==> config.mk <==
export PLATFORM = sky130hd
export DESIGN_NAME = clock_div_gen
export DESIGN_NICKNAME = d
export VERILOG_FILES = /design/src/rtl/clock_div_gen.sv
export SDC_FILE = /design/constraint.sdc
export NUM_CORES = 1
export LEC_CHECK = 0
export CORE_MARGIN = 2
export CORE_UTILIZATION = 50
export DETAILED_ROUTE_END_ITERATION = 10
export PLACE_DENSITY = 0.69
export SYNTH_ARGS = -nofsm -noshare
export SYNTH_HDL_FRONTEND = slang
export SYNTH_SLANG_ARGS = --single-unit
==> constraint.sdc <==
create_clock -name clk -period 2.25 [get_ports clk]
set_clock_uncertainty 0.2 [all_clocks]
set_input_delay 0.675 -clock clk [delete_from_list [all_inputs] [get_ports clk]]
set_output_delay 0.675 -clock clk [all_outputs]
set_load 0.05 [all_outputs]
==> src/rtl/clock_div_gen.sv <==
// ============================================================================
// Module  : clock_div_gen
// Purpose : Three independent 50%-duty divided clocks with glitch-free
//           divisor updates and enable/disable.
// Revision: 1.0
// ============================================================================
`default_nettype none

module clock_div_gen #(
    parameter int CNT_W   = 8,
    parameter int DEF_DIV = 1
) (
    input  logic             clk,
    input  logic             rst,
    input  logic [2:0]       en,
    input  logic [2:0]       load,
    input  logic [CNT_W-1:0] div_in,
    output logic             clk1_o,
    output logic             clk2_o,
    output logic             clk3_o,
    output logic [2:0]       running,
    output logic [2:0]       pend
);

    typedef enum logic [0:0] {
        ST_IDLE = 1'b0,
        ST_RUN  = 1'b1
    } state_t;

    localparam logic [CNT_W-1:0] C_DEF_DIV = CNT_W'(DEF_DIV);

    logic [2:0] out_vec;

    genvar k;
    for (k = 0; k < 3; k++) begin : g_ch
        state_t           state_q, state_d;
        logic [CNT_W-1:0] cnt_q, cnt_d;
        logic [CNT_W-1:0] div_act_q, div_act_d;
        logic [CNT_W-1:0] div_pend_q, div_pend_d;
        logic             out_q, out_d;
        logic             pend_q, pend_d;
        logic             period_start;

        always_ff @(posedge clk) begin
            if (rst) begin
                state_q    <= ST_IDLE;
                cnt_q      <= '0;
                out_q      <= 1'b0;
                div_act_q  <= C_DEF_DIV;
                div_pend_q <= '0;
                pend_q     <= 1'b0;
            end else begin
                state_q    <= state_d;
                cnt_q      <= cnt_d;
                out_q      <= out_d;
                div_act_q  <= div_act_d;
                div_pend_q <= div_pend_d;
                pend_q     <= pend_d;
            end
        end

        always_comb begin
            state_d      = state_q;
            cnt_d        = cnt_q;
            out_d        = out_q;
            div_act_d    = div_act_q;
            div_pend_d   = div_pend_q;
            pend_d       = pend_q;
            period_start = 1'b0;

            case (state_q)
                ST_IDLE: begin
                    out_d = 1'b0;
                    cnt_d = '0;
                    if (en[k]) begin
                        state_d      = ST_RUN;
                        out_d        = 1'b1;
                        period_start = 1'b1;
                    end
                end
                ST_RUN: begin
                    // Disabling is only allowed to cut a low phase, never a high one.
                    if (!out_q && !en[k]) begin
                        state_d = ST_IDLE;
                        out_d   = 1'b0;
                        cnt_d   = '0;
                    end else if (cnt_q == div_act_q) begin
                        cnt_d = '0;
                        out_d = ~out_q;
                        if (out_q) begin
                            if (!en[k]) begin
                                state_d = ST_IDLE;
                            end
                        end else begin
                            period_start = 1'b1;
                        end
                    end else begin
                        cnt_d = cnt_q + CNT_W'(1);
                    end
                end
                default: begin
                    state_d = ST_IDLE;
                    out_d   = 1'b0;
                    cnt_d   = '0;
                end
            endcase

            // Pending divisor lands only at a period start, so cnt never exceeds div_act.
            if (period_start && pend_q) begin
                div_act_d = div_pend_q;
                pend_d    = 1'b0;
            end
            if (load[k]) begin
                div_pend_d = div_in;
                pend_d     = 1'b1;
            end
        end

        assign out_vec[k] = out_q;
        assign running[k] = (state_q == ST_RUN);
        assign pend[k]    = pend_q;
    end

    assign clk1_o = out_vec[0];
    assign clk2_o = out_vec[1];
    assign clk3_o = out_vec[2];

endmodule

`default_nettype wire

---- After elaboration in Yosys (flattened, before gate mapping) ----
Index checks and enable logic that the tools add are counted.
Widths: inputs -> output; s select.
storage, ports and cells
  flip-flop bits (word level) ............. 81
  input port bits ......................... 16
  word-level logic and storage cells ...... 99
operators by class
  add/subtract/negate cells ............... 3
  equality and inequality tests ........... 6
  muxes and demuxes ....................... 51
  bitwise operators ....................... 6
  reduce and logical (&&, ||, !) cells .... 15
operator list
  kind                 number
  $mux 8               6
  $pmux 8 s2           3
  $mux 1               33
  $add 8x1->8 const B  3
  $eq 8x8->1           3
  $pmux 1 s2           9
  $ne 3x1->1 const B   3
  $logic_and 1x1->1    6
  $logic_not 1->1      6
  $not 1->1            6
  $reduce_bool 2->1    3

---- Logic depth before layout (Yosys ltp) ----
Gate-level depths: netlist of the first run.
  word-level depth ........................ 7
  gate-level depth with buffers ........... 6
  depth with buffers taken out ............ 5

---- Worst setup path after synthesis of the first run ----
No wires, ideal clock.
  path kind ............................... input to register
  start point ............................. input port rst
  end point ............................... register g_ch[0].div_pend_q[6]
  library setup time ...................... 128 ps
  data arrival time ....................... 1500 ps
  slack ................................... 422 ps
  stages on the path ...................... 4
  cells stage by stage .................... clkbuf_1 > clkbuf_1 > clkbuf_1 > nor2_1
RTL lines
  item                    RTL line  RTL
  start: declaration      14        input logic rst,
  end signal: assignment  57        div_pend_q <= div_pend_d;
  end: declaration        39        logic [CNT_W-1:0] div_pend_q, div_pend_d;
No word-level cell between the ends.

---- Worst setup path in the final report of the first run ----
  start point ............................. input port en[0]
  end point ............................... register g_ch[0].div_act_q[4]
on the way
  word-level cells in the longest chain between the ends .. 5
ends and longest elaborated chain
  item                    RTL line  RTL
  start: declaration      15        input logic [2:0] en,
  $logic_not 1->1         n/a
  $logic_and 1x1->1       83        if (!out_q && !en[k]) begin
  $mux 1                  83
  $pmux 1 s2 (*)          71        case (state_q)
  $logic_and 1x1->1 (*)   109       if (period_start && pend_q) begin
  end signal: assignment  56        div_act_q <= div_act_d;
  end: declaration        38        logic [CNT_W-1:0] div_act_q, div_act_d;
Every way passes the cells marked *; elsewhere a longest branch is shown, timed or not.
A chain may end at the register's enable or synchronous reset.

==> metrics.md, run 1 <==
| Metric | Value |
|---|---|
| Status | `finished, final reports clean` |
| Mapped Cells | `~360` |
| Residual DRC | `0` |
| Post-Synthesis Net Count | `approximately 380` |
| Postcts setup bufs | `0` |
| CP startpoint kind | `input pin` |
| Filler cells | `slightly above 600` |
| Flops & latches, synth | `81` |
| Final hold vios | `0` |
| DR WL/cell | `around 13 um` |
| Peak VDD IR | `0.3553 mV` |
| Fmax | `about 530 MHz` |
| DRT Pass-1 Iters | `4` |
| Core ar. | `0.006869 mm2` |
| Vias in the first global route | `2265` |
| Clk sinks | `81` |
| Warnings from Yosys | `0` |
| Worst-path clk slew | `0.08 ns` |
| Row count | `30` |
| DRT iter0 DRCs | `106` |
| Pwr per Cell Area | `between 700 and 800 mW/mm2` |
| Top fanout value on the critical path | `8` |
| I/O pin count | `25` |
| Min Tclk post-route | `about 1.9 ns` |
| Commonest non-fill, non-tap cells in the layout | `81 x dfxtp_1, 48 x mux2i_1, 42 x nand2b_1` |
| Vias | `~2400` |
| Synth Area per Inst | `between 9 and 10 um2` |
| Clock Tree Buf Depth | `2` |
| Tightest Pin Transition | `between 0.4 and 0.5 ns` |
| Die area | `slightly below 0.008 mm2` |
| RSZ-0062 raised after global routing | `false` |
| Share of cells above drive strength 1 | `17.19%` |
| Post-CTS Resized | `0` |
| Total Wirelength | `6115 um` |
| Final HPWL DP | `4474 um` |
| Worst setup margin | `about 0.36 ns` |
| Die height | `88.51 um` |
| Ant. Diodes | `0` |
| Synthesized cell area | `approximately 0.0036 mm2` |
| MaxCap Viol Count | `0` |
| Root Buffer | `clkbuf_8` |
| Hold WC Path Type | `register to register` |
| Synth cell types | `26` |
| CTS Buf Count | `9` |
| Static leakage | `0.001493 uW` |
| Die X | `just under 90 um` |
| Total Routing Usage GR | `between 10% and 20%` |
| Pre-CTS WS | `roughly 0.005 ns` |
| Initial antenna violation count | `0` |
| Most common cell after layout, fill and taps aside | `dfxtp_1` |
| Grt ovf | `0` |
| Element type at the critical path end | `register` |
| Final antenna-violating net count | `0` |
| CTS tree | `yes` |
| Area occupied by multi-input gates | `~0.0018 mm2` |
| H-tree depth | `3` |
| GPL Wtd Cong | `0.7632` |
| Slew headroom | `roughly two thirds` |
| Worst path required time | `2.32 ns` |
| Setup Crit Path Kind | `input pin to register` |
| Reg area | `0.001622 mm2` |
| PortBufs | `24` |
| Final setup TNS | `0 ns` |
| Final nets | `between 300 and 400` |
| First-pass GRT wire length | `between 10000 and 15000 um` |
| Routed vias/inst | `about 4.9` |
| Area grow syn2layout | `13.66%` |
| Period utilization | `approximately 84%` |
| Largest net degree at the start of global routing | `32` |
| Starting Density | `51.99%` |
| Slew Limit Fails | `0` |
| Final setup viols | `0` |
| Register area share after synthesis | `45.41%` |
| Hold Buf Count CTS | `0` |
| Worst-Skew Late Latency | `roughly 0.34 ns` |
| WP data arrival | `about 2.0 ns` |
## cell type report
class | instances | share of cell area [%]
multi-input combinational | 248 | 43.87
sequential | 81 | 39.95
timing repair buffer | 33 | 7.830
clock buffer | 11 | 3.483
tap | 96 | 2.959
clock inverter | 5 | 1.356
inverter | 6 | 0.5549
## Yosys cell counts
master	count	area, um2
and3_2	1	7.510
o21ba_2	3	30.03
mux2i_1	48	480.5
buf_4	9	67.56
ha_1	3	37.54
nor2_1	34	127.6
buf_6	3	33.78
o211ai_1	3	22.52
o21ai_2	2	17.52
nand2b_1	42	262.8
inv_1	6	22.52
xnor2_1	30	262.8
a21boi_0	3	22.52
nor2_4	2	22.52
and3_1	8	50.05
nand4_1	4	25.02
nand4_2	2	25.02
dfxtp_1	81	1622
nand2_1	4	15.01
nor2_2	22	137.6
a21oi_1	9	45.04
or3_1	3	18.77
clkbuf_1	12	45.04
o21ai_1	1	5.000
nand3_1	12	60.06
xor2_1	12	105.1
## flip-flops by register name, indices dropped and copies added (netlist names)
signal,cells
g_ch.state_q,3
clk3_o,1
g_ch.pend_q,3
g_ch.div_pend_q,24
clk1_o,1
clk2_o,1
g_ch.cnt_q,24
g_ch.div_act_q,24
## critical path, cell delays in order
cell and delay, ns:
clkdlybuf4s50_1 0.48, inv_1 0.06, a21oi_1 0.19, and3_1 0.24
buf_12 0.14, mux2i_1 0.17
## metal layers
layer,wire length (um),GRT usage (%)
met4,103,8.678
met1,3135,24.17
met2,2685,25.15
met5,0,0
met3,190,2.892
## worst paths after layout
kind,startpoint,end,slack [ns],cells after the start
worst max register to register,g_ch[1].cnt_q[0]$_SDFF_PP0_,g_ch[1].cnt_q[3]$_SDFF_PP0_,0.43,5
worst min register to register,g_ch[1].div_pend_q[4]$_SDFFE_PP0P_,g_ch[1].div_act_q[4]$_SDFFE_PP0P_,0.27,2
worst min-delay path,g_ch[1].div_pend_q[4]$_SDFFE_PP0P_,g_ch[1].div_act_q[4]$_SDFFE_PP0P_,0.27,2
worst max-delay path,en[0],g_ch[0].div_act_q[4]$_SDFFE_PP0P_,0.36,6
## cells by family after synthesis
| kind of cell | synth area share [%] |
|---|---|
| AOI/OAI and AO/OA | 3.994 |
| xor gates and xnor gates | 10.30 |
| DFF | 45.41 |
| muxes | 13.45 |
| and+or+nand+nor | 21.06 |
| adders and majority gates | 1.051 |
| buffers and inverters | 4.730 |
## power by group
group	switching, uW	total (uW)	internal, uW
Sequential	35.6	1520	1480
Clock	509	1050	540
Combinational	155	289	134
Total	700	2860	2160
## through the flow
stage	power (uW)	hold WS (ns)	instances	utilization [%]	area [um2]
2_1_floorplan	1757	0.2507	359	-	3571
3_3_place_gp	1836	0.2635	464	56.23	3862
3_5_place_dp	1842	0.2733	464	56.23	3862
4_1_cts	2887	0.2766	480	59.09	4059
5_1_grt	2994	0.3009	480	59.09	4059
6_report	2856	0.2706	480	59.09	4059
No activity file was read; power rests on OpenSTA's default activity.
==> run 2, diff against run 1 <==
- clock period: 2.25 -> 1.8 ns (I/O delays scaled with it)
==> metrics.md, run 2 (synthesized netlist as in run 1, its figures left out) <==
| Metric | Value |
|---|---|
| Total Routing Usage GR | `approximately 17%` |
| GRT Max-Usage Layer | `met2` |
| Total power | `approximately 3800 uW` |
| Status | `finished, final reports clean` |
| Dpl cells | `roughly 480` |
| Row count | `30` |
| Cell Area, Placed | `about 0.0042 mm2` |
| RSZ-0062 raised after global routing | `true` |
| Fmax | `about 580 MHz` |
| Fin Hold WS | `~0.27 ns` |
| Clock Tree Buf Depth | `2` |
| Vias in the first global route | `2294` |
| Die area | `0.007834 mm2` |
| Min Tclk post-route | `1.736 ns` |
| Worst path required time | `roughly 1.9 ns` |
| Tightest Pin Transition | `between 0.2 and 0.3 ns` |
| Grt ovf | `0` |
| Top flop regs | `g_ch.cnt_q (24), g_ch.div_act_q (24), g_ch.div_pend_q (24)` |
| Final Cell Area | `around 0.0045 mm2` |
| Core ar. | `slightly below 0.007 mm2` |
| Reg area | `about 0.0016 mm2` |
| Reg2reg end | `g_ch[1].div_act_q[0]$_SDFFE_PP1P_` |
| Area grow syn2layout | `24.98%` |
| Most common cell after layout, fill and taps aside | `dfxtp_1` |
| Worst Reg-to-Reg Cells | `5` |
| CTS Buf Count | `9` |
| Hold WC Path Type | `register to register` |
| HP Start | `g_ch[1].div_pend_q[1]$_SDFFE_PP0P_` |
| Non-Filler Instances | `between 400 and 500` |
| Final antenna-violating net count | `0` |
| Area occupied by multi-input gates | `roughly 0.0019 mm2` |
| Starting Density | `about half` |
| CTS tree | `yes` |
| Setup crit end | `g_ch[1].div_act_q[0]$_SDFFE_PP1P_` |
| R2r setup slk | `~0.064 ns` |
| Die X | `88.51 um` |
| DRT iter0 DRCs | `105` |
| GRT met2 Usage | `27.75%` |
| CP startpoint | `g_ch[1].cnt_q[4]$_SDFF_PP0_` |
| GPL Wtd Cong | `around 0.77` |
| Pwr per Cell Area | `roughly 850 mW/mm2` |
| Top fanout value on the critical path | `8` |
| Total Wirelength | `~6400 um` |
| Peak VDD IR | `a little over 0.7 mV` |
| I/O pin count | `25` |
| Slew headroom | `just over 80%` |
| MaxCap Viol Count | `0` |
| Setup Crit Path Kind | `register to register` |
| Final nets | `between 400 and 500` |
| Worst-Skew Late Latency | `about 0.35 ns` |
| Final setup TNS | `0 ns` |
| Final setup viols | `0` |
| Final HPWL DP | `approximately 4600 um` |
| Ant. Diodes | `0` |
| Share of cells above drive strength 1 | `about a quarter` |
| First-pass GRT wire length | `a little over 10000 um` |
| Worst-path clk slew | `0.08 ns` |
| PortBufs | `24` |
| Filler cells | `between 500 and 600` |
| CP startpoint kind | `register` |
| Met3 Use GR | `under 10%` |
| Clk sinks | `between 80 and 90` |
| Reg2Reg Launch Point | `g_ch[1].cnt_q[4]$_SDFF_PP0_` |
| DR WL/cell | `12.73 um` |
| Slew Limit Fails | `0` |
| Vias | `2423` |
| Die height | `about 89 um` |
| H-tree depth | `3` |
| Routed vias/inst | `4.856` |
| Largest net degree at the start of global routing | `44` |
| Initial antenna violation count | `0` |
| Residual DRC | `0` |
| Met1 Usage GRT | `a little over a fifth` |
| DRT Pass-1 Iters | `4` |
| WP data arrival | `~1.8 ns` |
| Commonest non-fill, non-tap cells in the layout | `70 x dfxtp_1, 48 x mux2i_1, 42 x nand2b_1` |
| Hold Buf Count CTS | `0` |
| Final hold vios | `0` |
| Root Buffer | `clkbuf_8` |
| Static leakage | `between 0.0015 and 0.002 uW` |
| Period utilization | `between 90% and 100%` |
| Element type at the critical path end | `register` |
[run 2: power breakdown]
| group | leakage [uW] | internal [uW] | switching [uW] |
|---|---|---|---|
| logic | 0.000882 | 221 | 202 |
| clock network | 0.000104 | 794 | 687 |
| registers | 0.000667 | 1850 | 50.0 |
[run 2: what timing repair did]
action | 4_1_cts | 5_1_grt
resized for setup | 0 | 26
buffers inserted | 0 | 3
endpoints found under the setup margin | 0 | 24
hold endpoints to repair | 0 | 0
[run 2: worst min-delay path by stage]
stage / end / cells past startpoint
final: g_ch[1].div_act_q[1]$_SDFFE_PP0P_ / 2
after global routing: g_ch[2].div_act_q[7]$_SDFFE_PP0P_ / 2
after CTS: g_ch[0].div_act_q[5]$_SDFFE_PP0P_ / 2
after detailed placement: g_ch[0].div_act_q[5]$_SDFFE_PP0P_ / 2
after global placement: g_ch[1].div_act_q[7]$_SDFFE_PP0P_ / 2
after floorplan: g_ch[0].cnt_q[0]$_SDFF_PP0_ / 1
[run 2: final cells by class]
| type | instances | area share (%) |
|---|---|---|
| Inverter | 6 | 0.5046 |
| Clock inverter | 7 | 2.299 |
| Tap cell | 96 | 2.691 |
| Sequential cell | 81 | 36.75 |
| Clock buffer | 9 | 2.775 |
| Multi-Input combinational cell | 248 | 41.49 |
| Timing Repair Buffer | 52 | 13.48 |
[run 2: worst max-delay path, stage by stage, from the launching register on]
cell and delay (ns):
dfxtp_4 0.36, xnor2_2 0.14, nand4_1 0.20, o21ai_2 0.24, and3_4 0.31, mux2i_1 0.21
[run 2: layer usage]
metal	wire length, um	part of all wire [%]	up-vias
met5	0	0	-
met4	63	0.99	0
met3	216	3.4	7
met2	2997	47	26
met1	3073	48	1132
li1	-	-	1258
[run 2: stage by stage]
step / utilization, % / setup slack (ns)
2_1_floorplan: - / 0.1071
3_3_place_gp: 60.56 / -0.2519
3_5_place_dp: 60.56 / -0.3044
4_1_cts: 63.86 / 0.03183
5_1_grt: 64.97 / -0.03015
6_report: 64.97 / 0.06390
